$ cat src/rtl/prime_gen.sv
// prime_gen: streams every prime p with 2 <= p <= limit in ascending order
// over a valid/ready handshake. Primality is found by trial division, one
// divisor per cycle. The divisor runs from 2 upward until div*div > cand.
// For candidates up to 31 the divisor therefore never passes 6, and a
// 3-bit divisor is enough.

// Protocol checker bound inside prime_gen; purely observational.
module prime_gen_chk (
    input logic       clk,
    input logic       rst,
    input logic       out_valid,
    input logic       out_ready,
    input logic [4:0] prime,
    input logic       busy,
    input logic       done
);

    // An offered prime stays offered and unchanged until it is taken.
    property p_hold_until_taken;
        @(posedge clk) disable iff (rst)
            (out_valid && !out_ready) |=> (out_valid && $stable(prime));
    endproperty
    a_hold_until_taken: assert property (p_hold_until_taken);

    // done is a single-cycle pulse.
    property p_done_pulse;
        @(posedge clk) disable iff (rst)
            done |=> !done;
    endproperty
    a_done_pulse: assert property (p_done_pulse);

    // The end-of-run cycle is never a busy cycle.
    property p_done_not_busy;
        @(posedge clk) disable iff (rst)
            !(done && busy);
    endproperty
    a_done_not_busy: assert property (p_done_not_busy);

    // A prime is only offered while the run is in progress.
    property p_valid_means_busy;
        @(posedge clk) disable iff (rst)
            out_valid |-> busy;
    endproperty
    a_valid_means_busy: assert property (p_valid_means_busy);

endmodule

module prime_gen (
    input  logic       clk,
    input  logic       rst,
    input  logic       start,
    input  logic [4:0] limit,
    input  logic       out_ready,
    output logic       out_valid,
    output logic [4:0] prime,
    output logic [3:0] count,
    output logic       busy,
    output logic       done
);

    typedef enum logic [1:0] {
        IDLE   = 2'd0,
        TEST   = 2'd1,
        EMIT   = 2'd2,
        FINISH = 2'd3
    } state_t;

    // Remainder of candidate by divisor. A zero divisor only occurs
    // outside TEST, where the result is unused; it returns the candidate.
    function automatic logic [4:0] rem_of(input logic [4:0] c, input logic [2:0] d);
        logic [4:0] r;
        if (d == 3'd0) begin
            r = c;
        end else begin
            r = c % {2'b00, d};
        end
        return r;
    endfunction

    state_t     state_q, state_d;
    logic [4:0] cand_q, cand_d;
    logic [2:0] div_q, div_d;
    logic [4:0] limit_q, limit_d;
    logic [4:0] prime_q, prime_d;
    logic [3:0] count_q, count_d;
    logic       out_valid_q, out_valid_d;
    logic       busy_q, busy_d;
    logic       done_q, done_d;

    // Divisor square at 10 bits so 6*6 compares against cand without truncation.
    logic [9:0] div_sq_s;
    logic [4:0] rem_s;
    logic       advance_s;

    // Square of the divisor and remainder for the current candidate.
    always_comb begin
        div_sq_s = {7'd0, div_q} * {7'd0, div_q};
        rem_s    = rem_of(cand_q, div_q);
    end

    // Next-state, datapath and registered-output decode.
    always_comb begin
        state_d   = state_q;
        cand_d    = cand_q;
        div_d     = div_q;
        limit_d   = limit_q;
        prime_d   = prime_q;
        count_d   = count_q;
        advance_s = 1'b0;

        case (state_q)
            IDLE: begin
                if (start) begin
                    count_d = 4'd0;
                    if (limit >= 5'd2) begin
                        limit_d = limit;
                        cand_d  = 5'd2;
                        div_d   = 3'd2;
                        state_d = TEST;
                    end else begin
                        state_d = FINISH;
                    end
                end else begin
                    state_d = IDLE;
                end
            end
            TEST: begin
                if (div_sq_s > {5'd0, cand_q}) begin
                    prime_d = cand_q;
                    state_d = EMIT;
                end else if (rem_s == 5'd0) begin
                    advance_s = 1'b1;
                end else begin
                    div_d = div_q + 3'd1;
                end
            end
            EMIT: begin
                if (out_ready) begin
                    count_d   = count_q + 4'd1;
                    advance_s = 1'b1;
                end else begin
                    state_d = EMIT;
                end
            end
            FINISH: begin
                state_d = IDLE;
            end
            default: begin
                state_d = IDLE;
            end
        endcase

        // Move to the next candidate, or close the run at the latched bound.
        // Stopping at cand == limit_q keeps cand from ever wrapping past 31.
        if (advance_s) begin
            if (cand_q == limit_q) begin
                state_d = FINISH;
            end else begin
                cand_d  = cand_q + 5'd1;
                div_d   = 3'd2;
                state_d = TEST;
            end
        end else begin
            cand_d = cand_d;
        end

        out_valid_d = (state_d == EMIT);
        busy_d      = (state_d == TEST) || (state_d == EMIT);
        done_d      = (state_d == FINISH);
    end

    // State and datapath registers with asynchronous clear.
    always_ff @(posedge clk or posedge rst) begin
        if (rst) begin
            state_q     <= IDLE;
            cand_q      <= 5'd0;
            div_q       <= 3'd0;
            limit_q     <= 5'd0;
            prime_q     <= 5'd0;
            count_q     <= 4'd0;
            out_valid_q <= 1'b0;
            busy_q      <= 1'b0;
            done_q      <= 1'b0;
        end else begin
            state_q     <= state_d;
            cand_q      <= cand_d;
            div_q       <= div_d;
            limit_q     <= limit_d;
            prime_q     <= prime_d;
            count_q     <= count_d;
            out_valid_q <= out_valid_d;
            busy_q      <= busy_d;
            done_q      <= done_d;
        end
    end

    assign out_valid = out_valid_q;
    assign prime     = prime_q;
    assign count     = count_q;
    assign busy      = busy_q;
    assign done      = done_q;

    prime_gen_chk u_chk (
        .clk       (clk),
        .rst       (rst),
        .out_valid (out_valid_q),
        .out_ready (out_ready),
        .prime     (prime_q),
        .busy      (busy_q),
        .done      (done_q)
    );

endmodule

$ cat config.mk
export PLATFORM = sky130hd
export DESIGN_NAME = prime_gen
export DESIGN_NICKNAME = d
export VERILOG_FILES = /design/src/rtl/prime_gen.sv
export SDC_FILE = /design/constraint.sdc
export NUM_CORES = 1
export LEC_CHECK = 0
export CORE_ASPECT_RATIO = 0.8
export CORE_UTILIZATION = 44
export DETAILED_ROUTE_END_ITERATION = 10
export RECOVER_POWER = 50
export SLEW_MARGIN = 20
export SYNTH_ARGS = -nofsm -noshare
export SYNTH_HDL_FRONTEND = slang
export SYNTH_SLANG_ARGS = --single-unit
$ cat constraint.sdc
create_clock -name clk -period 7.8 [get_ports clk]
set_input_delay 1.17 -clock clk [delete_from_list [all_inputs] [get_ports clk]]
set_output_delay 1.17 -clock clk [all_outputs]
set_load 0.02 [all_outputs]
==> metrics, run 1 <==
Worst path max stage delay 480 ps; antenna violations before repair 0; Seq cells post-synth 27; number of synthesized flops with an enable pin 0; ant diodes 0; Max-Cap Viols 0; RSZ-0062 raised after global routing no; synthesized area 2419 um^2; Root Driver clkbuf_8; hpwl dp 4438 um; Synth async-reset ratio 100.0%; H-tree depth 1; die area 5799 um^2; Area Growth Syn to Fin 15.26%; Critical Path Sink Type flip-flop; first-pass GRT wire length 8997 um; final wirelength 5606 um; total number of vias 2057; wire per inst 15.79 um; Worst EP arrival 7540 ps; Vias/cell 5.794; layout cells sized above 1 13.99%; critical path data required time 8030 ps; # nets final 332; Slowest cell on crit path or4b_1; row cnt 23; Final Skew 7.314 ps; top cells by area, synth dfrtp_1 (28%), ha_1 (14%), mux2_2 (4.2%); Placer Congestion 0.8558; Die Span Y 68.32 um; status finished with violations; Critical Path Fanout Max 7; total track usage 20.03%; Cell variety after synth 60; CP Launch Type flip-flop; clk slew on worst S/H paths 100 ps; failing checks design-rule violations; CTS tree built; post-route ant nets 0; post-layout min period 7315 ps; DRC Markers 1; drt initial violations 97; Initial Utilization 46.95%; Clk Latency, worst-skew pair 280 ps; total iterations of the first detailed-routing run 7; max frequency 136.7 MHz; Net Count, Synth 305; CTS Hold Buffers Added 0; Post-Syn Area per Cell 9.058 um^2; core area 5151 um^2; area leader, netlist dfrtp_1; critical path class reg2reg; commonest non-fill, non-tap cell in the layout ha_1; Port Buffers 20; Final Max Slew Viols 0; Crit path top cell by count ha_1; YS warnings 0; I/O pin total 21; clk sink count 27; Rel. slew slack 30.07%; HP Class reg2reg; CTS buffer count 3; Cells after Synth 267; Least-Margin Pin Slew 1048 ps; Synth Flop Type dfrtp_1; sequential-to-total area share from yosys stat 27.94%; # setup viols final 0; crit share post-route 93.78%; endpoints failing hold 0; setup TNS 0 ps; commonest cells after routing, fill and taps aside ha_1 (28), dfrtp_1 (27), nand2_1 (25); vias in the first global route 1812; chip width 84.89 um; Remaining Overflow, GRT 0; largest net degree at the start of global routing 28; clk buf depth 2; Synth top area share 27.94%
[cell type report]
type	instances	area, um^2
Clock buffer	3	41.29
Clock inverter	1	5.005
Fill cell	485	2364
Inverter	17	63.81
Multi-Input combinational cell	216	1657
Sequential cell	27	675.6
Tap cell	62	77.57
Timing Repair Buffer	29	267.8
[critical path, delay by kind of cell, from the launching register on]
family                   cells  cell delay (ps)
AO/OA/AOI/OAI                9             1930
XOR/XNOR                     1              160
adder cells (fa/ha/maj)      6             1480
buffers and inverters        2              150
flip-flops                   1              470
multiplexers                 2              630
AND/OR/NAND/NOR             10             2450
[cell families after synthesis]
group | synth area share [%]
compound gates | 21.52
xor+xnor | 3.621
buf+inv | 4.346
fa+ha+maj | 15.31
mux | 6.622
simple gates | 20.64
flops | 27.94
[stage by stage]
| stage | instances | hold WS [ps] | instance area [um^2] | utilization [%] | setup WS [ps] |
|---|---|---|---|---|---|
| 2_1_floorplan | 267 | 500.8 | 2419 | - | 689.5 |
| 4_1_cts | 355 | 491.7 | 2769 | 53.75 | 156.8 |
| 5_1_grt | 355 | 497.7 | 2788 | 54.12 | 10.82 |
| 6_report | 355 | 477.2 | 2788 | 54.12 | 485.1 |
| 3_3_place_gp | 351 | 460.6 | 2723 | 52.85 | 303.5 |
| 3_5_place_dp | 351 | 469.3 | 2723 | 52.85 | 196.1 |
[path summary, 6_finish.rpt]
kind                          start         end  slack, ps  cells after the start
setup / recovery           div_q[0]        busy        490                     30
hold / removal             prime[1]    prime[1]        480                      2
setup reg to reg           div_q[0]        busy        490                     30
hold reg to reg            prime[1]    prime[1]        480                      2
max in group asynchronous       rst    prime[0]       5590                      2
min in group asynchronous       rst  limit_q[1]       1580                      2
[state kept, by name (all words and copies together) (netlist names)]
signal and count:
state_q 2, limit_q 5, div_q 3, prime 5, cand_q 5, out_valid 1
count 4, done 1, busy 1
[cells in the mapped netlist, types with 3 or more instances]
cell and n:
dfrtp_1 27, or4_1 3, a21oi_1 12, mux2_2 9, inv_1 17, nand2_1 25
mux2i_1 3, ha_1 28, nand3_1 12, xnor2_1 6, nand2b_1 6, a22o_1 3
nand4b_1 3, xor2_1 4, and3_1 4, a211oi_1 4, nor3_1 6, o21ai_0 20
clkbuf_1 5, nor2_1 14, nand3b_1 3
[metal layers]
layer / global-route usage [%] / up-vias / wire length (um)
li1: - / 1043 / -
met1: 30.77 / 975 / 3050
met2: 30.59 / 37 / 2320
met3: 2.895 / 2 / 224
met4: 1.907 / 0 / 10
met5: 0 / - / 0
[repair_timing]
action                     4_1_cts  5_1_grt
setup buffers                    0        0
gates resized for setup          0        5
setup endpoints to repair        0       13
Power of run 1 is left out: the tool's default activity adds up to more than one toggle a clock period on the data nets, which glitch-free logic cannot reach.
==> run 2: changes to the inputs <==
- ABC_CLOCK_PERIOD_IN_PS: not set -> 7800
- SLEW_MARGIN: 20 -> not set
==> results of run 2 <==
Final layout, timing and power as in run 1 (identical DEF).
Power of run 2 is left out for the same reason.
==> run 3: changes to the inputs <==
- CELL_PAD_IN_SITES_DETAIL_PLACEMENT: not set -> 1
- CELL_PAD_IN_SITES_GLOBAL_PLACEMENT: not set -> 1
- PLACE_DENSITY_LB_ADDON: not set -> 0.1
==> metrics, run 3 (synthesis gave the netlist of run 1 again) <==
Remaining Overflow, GRT 0; Worst path max stage delay 520 ps; Placer Congestion 0.8481; Placed Instance Area 2715 um^2; Final Max Slew Viols 0; post-route ant nets 0; row cnt 23; total number of vias 2187; Initial Utilization 46.95%; clk buf depth 2; final wirelength 6676 um; Root Driver clkbuf_8; CTS Hold Buffers Added 0; drt initial violations 129; HP Class reg2reg; Slowest cell on crit path or4b_1; total iterations of the first detailed-routing run 9; core area 5151 um^2; first-pass GRT wire length 10870 um; Vias/cell 6.126; largest net degree at the start of global routing 28; Clk Latency, worst-skew pair 280 ps; Max-Cap Viols 0; clk slew on worst S/H paths 100 ps; Port Buffers 20; Worst EP arrival 7690 ps; status finished with violations; commonest cells after routing, fill and taps aside ha_1 (26), dfrtp_1 (26), nand2_1 (25); Final Cell Area 2854 um^2; Critical Path Fanout Max 7; # setup viols final 0; hpwl dp 5288 um; I/O pin total 21; endpoints failing hold 0; vias in the first global route 2227; CTS tree built; H-tree depth 1; Rel. slew slack 28.45%; critical path class reg2reg; clk sink count 27; die area 5799 um^2; Crit path top cell by count ha_1; Sequential Area 676.9 um^2; FILL cells 593; worst hold start prime[4]; CTS buffer count 3; layout cells sized above 1 16.95%; wire per inst 18.70 um; CP Launch Type flip-flop; failing checks design-rule violations; Area Growth Syn to Fin 18.00%; Critical Path Sink Type flip-flop; Die Span Y 68.32 um; critical path data required time 8020 ps; post-layout min period 7462 ps; Final Skew 6.674 ps; Reg2Reg Launch Point div_q[0]; max frequency 134.0 MHz; total track usage 24.04%; DRC Markers 3; # nets final 334; crit share post-route 95.67%; ant diodes 0; chip width 84.89 um; area of the multi-input gates 1704 um^2; CP startpoint div_q[0]; antenna violations before repair 0; Least-Margin Pin Slew 1072 ps
[run 3: what timing repair did]
| action | CTS | global route |
|---|---|---|
| buffers inserted | 0 | 3 |
| gates resized for setup | 0 | 13 |
| endpoints found under the setup margin | 0 | 13 |
[run 3: worst max-delay path, delay by kind of cell, from the launching register on]
kind            cells  cell delay (ps)
compound gates     10             1890
xor+xnor            1              150
fa+ha+maj           6             1450
buf+inv             3              320
flops               1              460
mux                 2              640
simple gates       10             2460
[run 3: final timing paths]
kind                       slack (ps)          to  cells after the start
min                               490    prime[4]                      2
max reg2reg                       340        busy                     32
min reg2reg                       490    prime[4]                      2
min in group asynchronous        1580  limit_q[2]                      2
max in group asynchronous        5500    div_q[0]                      2
max                               340        busy                     32
[run 3: through the flow]
stage               util (%)  setup TNS, ps  std cells  worst slack (ps)  hold slack [ps]
global route           55.40         -90.85        357            -90.85            520.7
finish                 55.40              0        357             338.1            487.1
detailed placement     52.71              0        350             96.06            471.6
floorplan                  -              0        267             689.5            500.8
global placement       52.71              0        350             405.8            461.1
CTS                    53.66              0        354             89.39            494.8
[run 3: cell type report]
class | instances | area share, %
inverter | 17 | 2.236
multi-input combinational | 216 | 59.71
sequential | 27 | 23.72
clock inverter | 1 | 0.2630
timing repair buffer | 31 | 9.908
clock buffer | 3 | 1.447
tap | 62 | 2.718
[run 3: per-layer routing]
metal / up-vias / GRT usage, % / part of all wire (%)
li1: 1042 / - / -
met2: 54 / 41.36 / 47
met1: 1085 / 33.28 / 48
met4: 0 / 3.390 / 0.63
met5: - / 0 / 0
met3: 6 / 3.257 / 4.5
Power of run 3 is left out for the same reason.
==> RTL edit (settings of run 3) <==
Register the input `limit` before use, without a reset. The logic sees it one clock later. The other inputs are not delayed to match.
--- a/src/rtl/prime_gen.sv
+++ b/src/rtl/prime_gen.sv
@@ -66,4 +66,10 @@
     } state_t;
 
+    logic [4:0] limit_r;
+
+    always_ff @(posedge clk) begin
+        limit_r <= limit;
+    end
+
     // Remainder of candidate by divisor. A zero divisor only occurs
     // outside TEST, where the result is unused; it returns the candidate.
@@ -113,6 +119,6 @@
                 if (start) begin
                     count_d = 4'd0;
-                    if (limit >= 5'd2) begin
-                        limit_d = limit;
+                    if (limit_r >= 5'd2) begin
+                        limit_d = limit_r;
                         cand_d  = 5'd2;
                         div_d   = 3'd2;
Check against the original RTL: not equivalent (a bounded check fails within 4 cycles, from zero or initial values and one cycle with rst high).
==> RTL edit against run 3 <==
- sequential cell count increased by 5
- worst setup slack improved by 0.028 ns
- routed wire length increased by 4.2%
- first-iteration DRC count decreased by 36%
- synthesized area increased by 5.4%
- design area increased by 5.4%
- fmax increased by 0.38%
- worst hold slack got worse by 0.052 ns
==> RTL edit: results (changes against run 3) <==
status: "completed"  # was finished, violations left
dr_wl_met2_um: 3010  # was 3110 um
vias: 2200  # was 2,187
cp_max_fo: 9  # was 7
met3_length_um: 240  # was 303 um
nets: 343  # was 334
relSlewSlack_pct: 30.0  # was 28.5%
met2_usage_pct: 37.0  # was 41.4%
whs_ns: 0.436  # was 0.487 ns
max_stage_delay_ns: 0.50  # was 0.52 ns
drive_gt1_share_pct: 10.8  # was 16.9%
netlist_instances: 281  # was 267
met1_usage_pct: 37.0  # was 33.3%
synth-async-reset-ratio_pct: 84.4  # was 100%
dp.cells: 374  # was 350
fin_ws_ns: 0.366  # was 0.338 ns
synth_compound_area_share_pct: 23.5  # was 21.5%
holdPathEnd: "limit_q[0]"  # was prime[4]
synthTopCellsByArea: "dfrtp_1 27%, ha_1 14%, nand2_1 5.6%"  # was dfrtp_1 28%, ha_1 14%, mux2_2 4.2%
drtPass1Iterations: 4  # was 9
post_synth_fa_ha_maj_area_fraction_pct: 14.5  # was 15.3%
grt_util_all_layers_pct: 24.8  # was 24.0%
netlist-cell-type-count: 68  # was 60
grt_first_pass_wirelength_um: 11600  # was 10,900 um
clock_skew_ns: 0.00800  # was 0.00667 ns
wl_per_cell_um: 18.1  # was 18.7 um
worstPathArrival_ns: 7.67  # was 7.69 ns
drt_iter0_drc: 83  # was 129
synthXorXnorAreaFrac_pct: 3.44  # was 3.62%
clk_pin_slew_ns: 0.07  # was 0.10 ns
## RTL edit: cell count changes in the layout (fill, tap and decap cells not counted), sizes merged, moves of 4 or more
cell           change
clkdlybuf4s50      -4
dfxtp              +5
o21bai             +4
nand2             +13
mux2               -8
dlygate4sd3        +4
buf                -7
## RTL edit: layout make-up
type	count	area, sq um
clock buffer	6	72.6
clock inverter	2	35.0
fill	658	2520
inverter	19	71.3
multi-input combinational	223	1730
sequential	32	777
tap	78	97.6
timing repair buffer	24	230
## RTL edit: power by group
| part | switching, W | total, W | leakage, nW | internal [W] |
|---|---|---|---|---|
| clock network | 0.0000640 | 0.000159 | 0.0552 | 0.0000948 |
| logic | 0.000640 | 0.00108 | 0.932 | 0.000445 |
| registers | 0.0000560 | 0.000272 | 0.388 | 0.000216 |
| total | 0.000760 | 0.00152 | 1.37 | 0.000756 |
## RTL edit: tightest hold or removal path, stage by stage (launching register included)
cell and delay (ns):
dfxtp_1 0.30, nand2_1 0.05, nand2_1 0.05
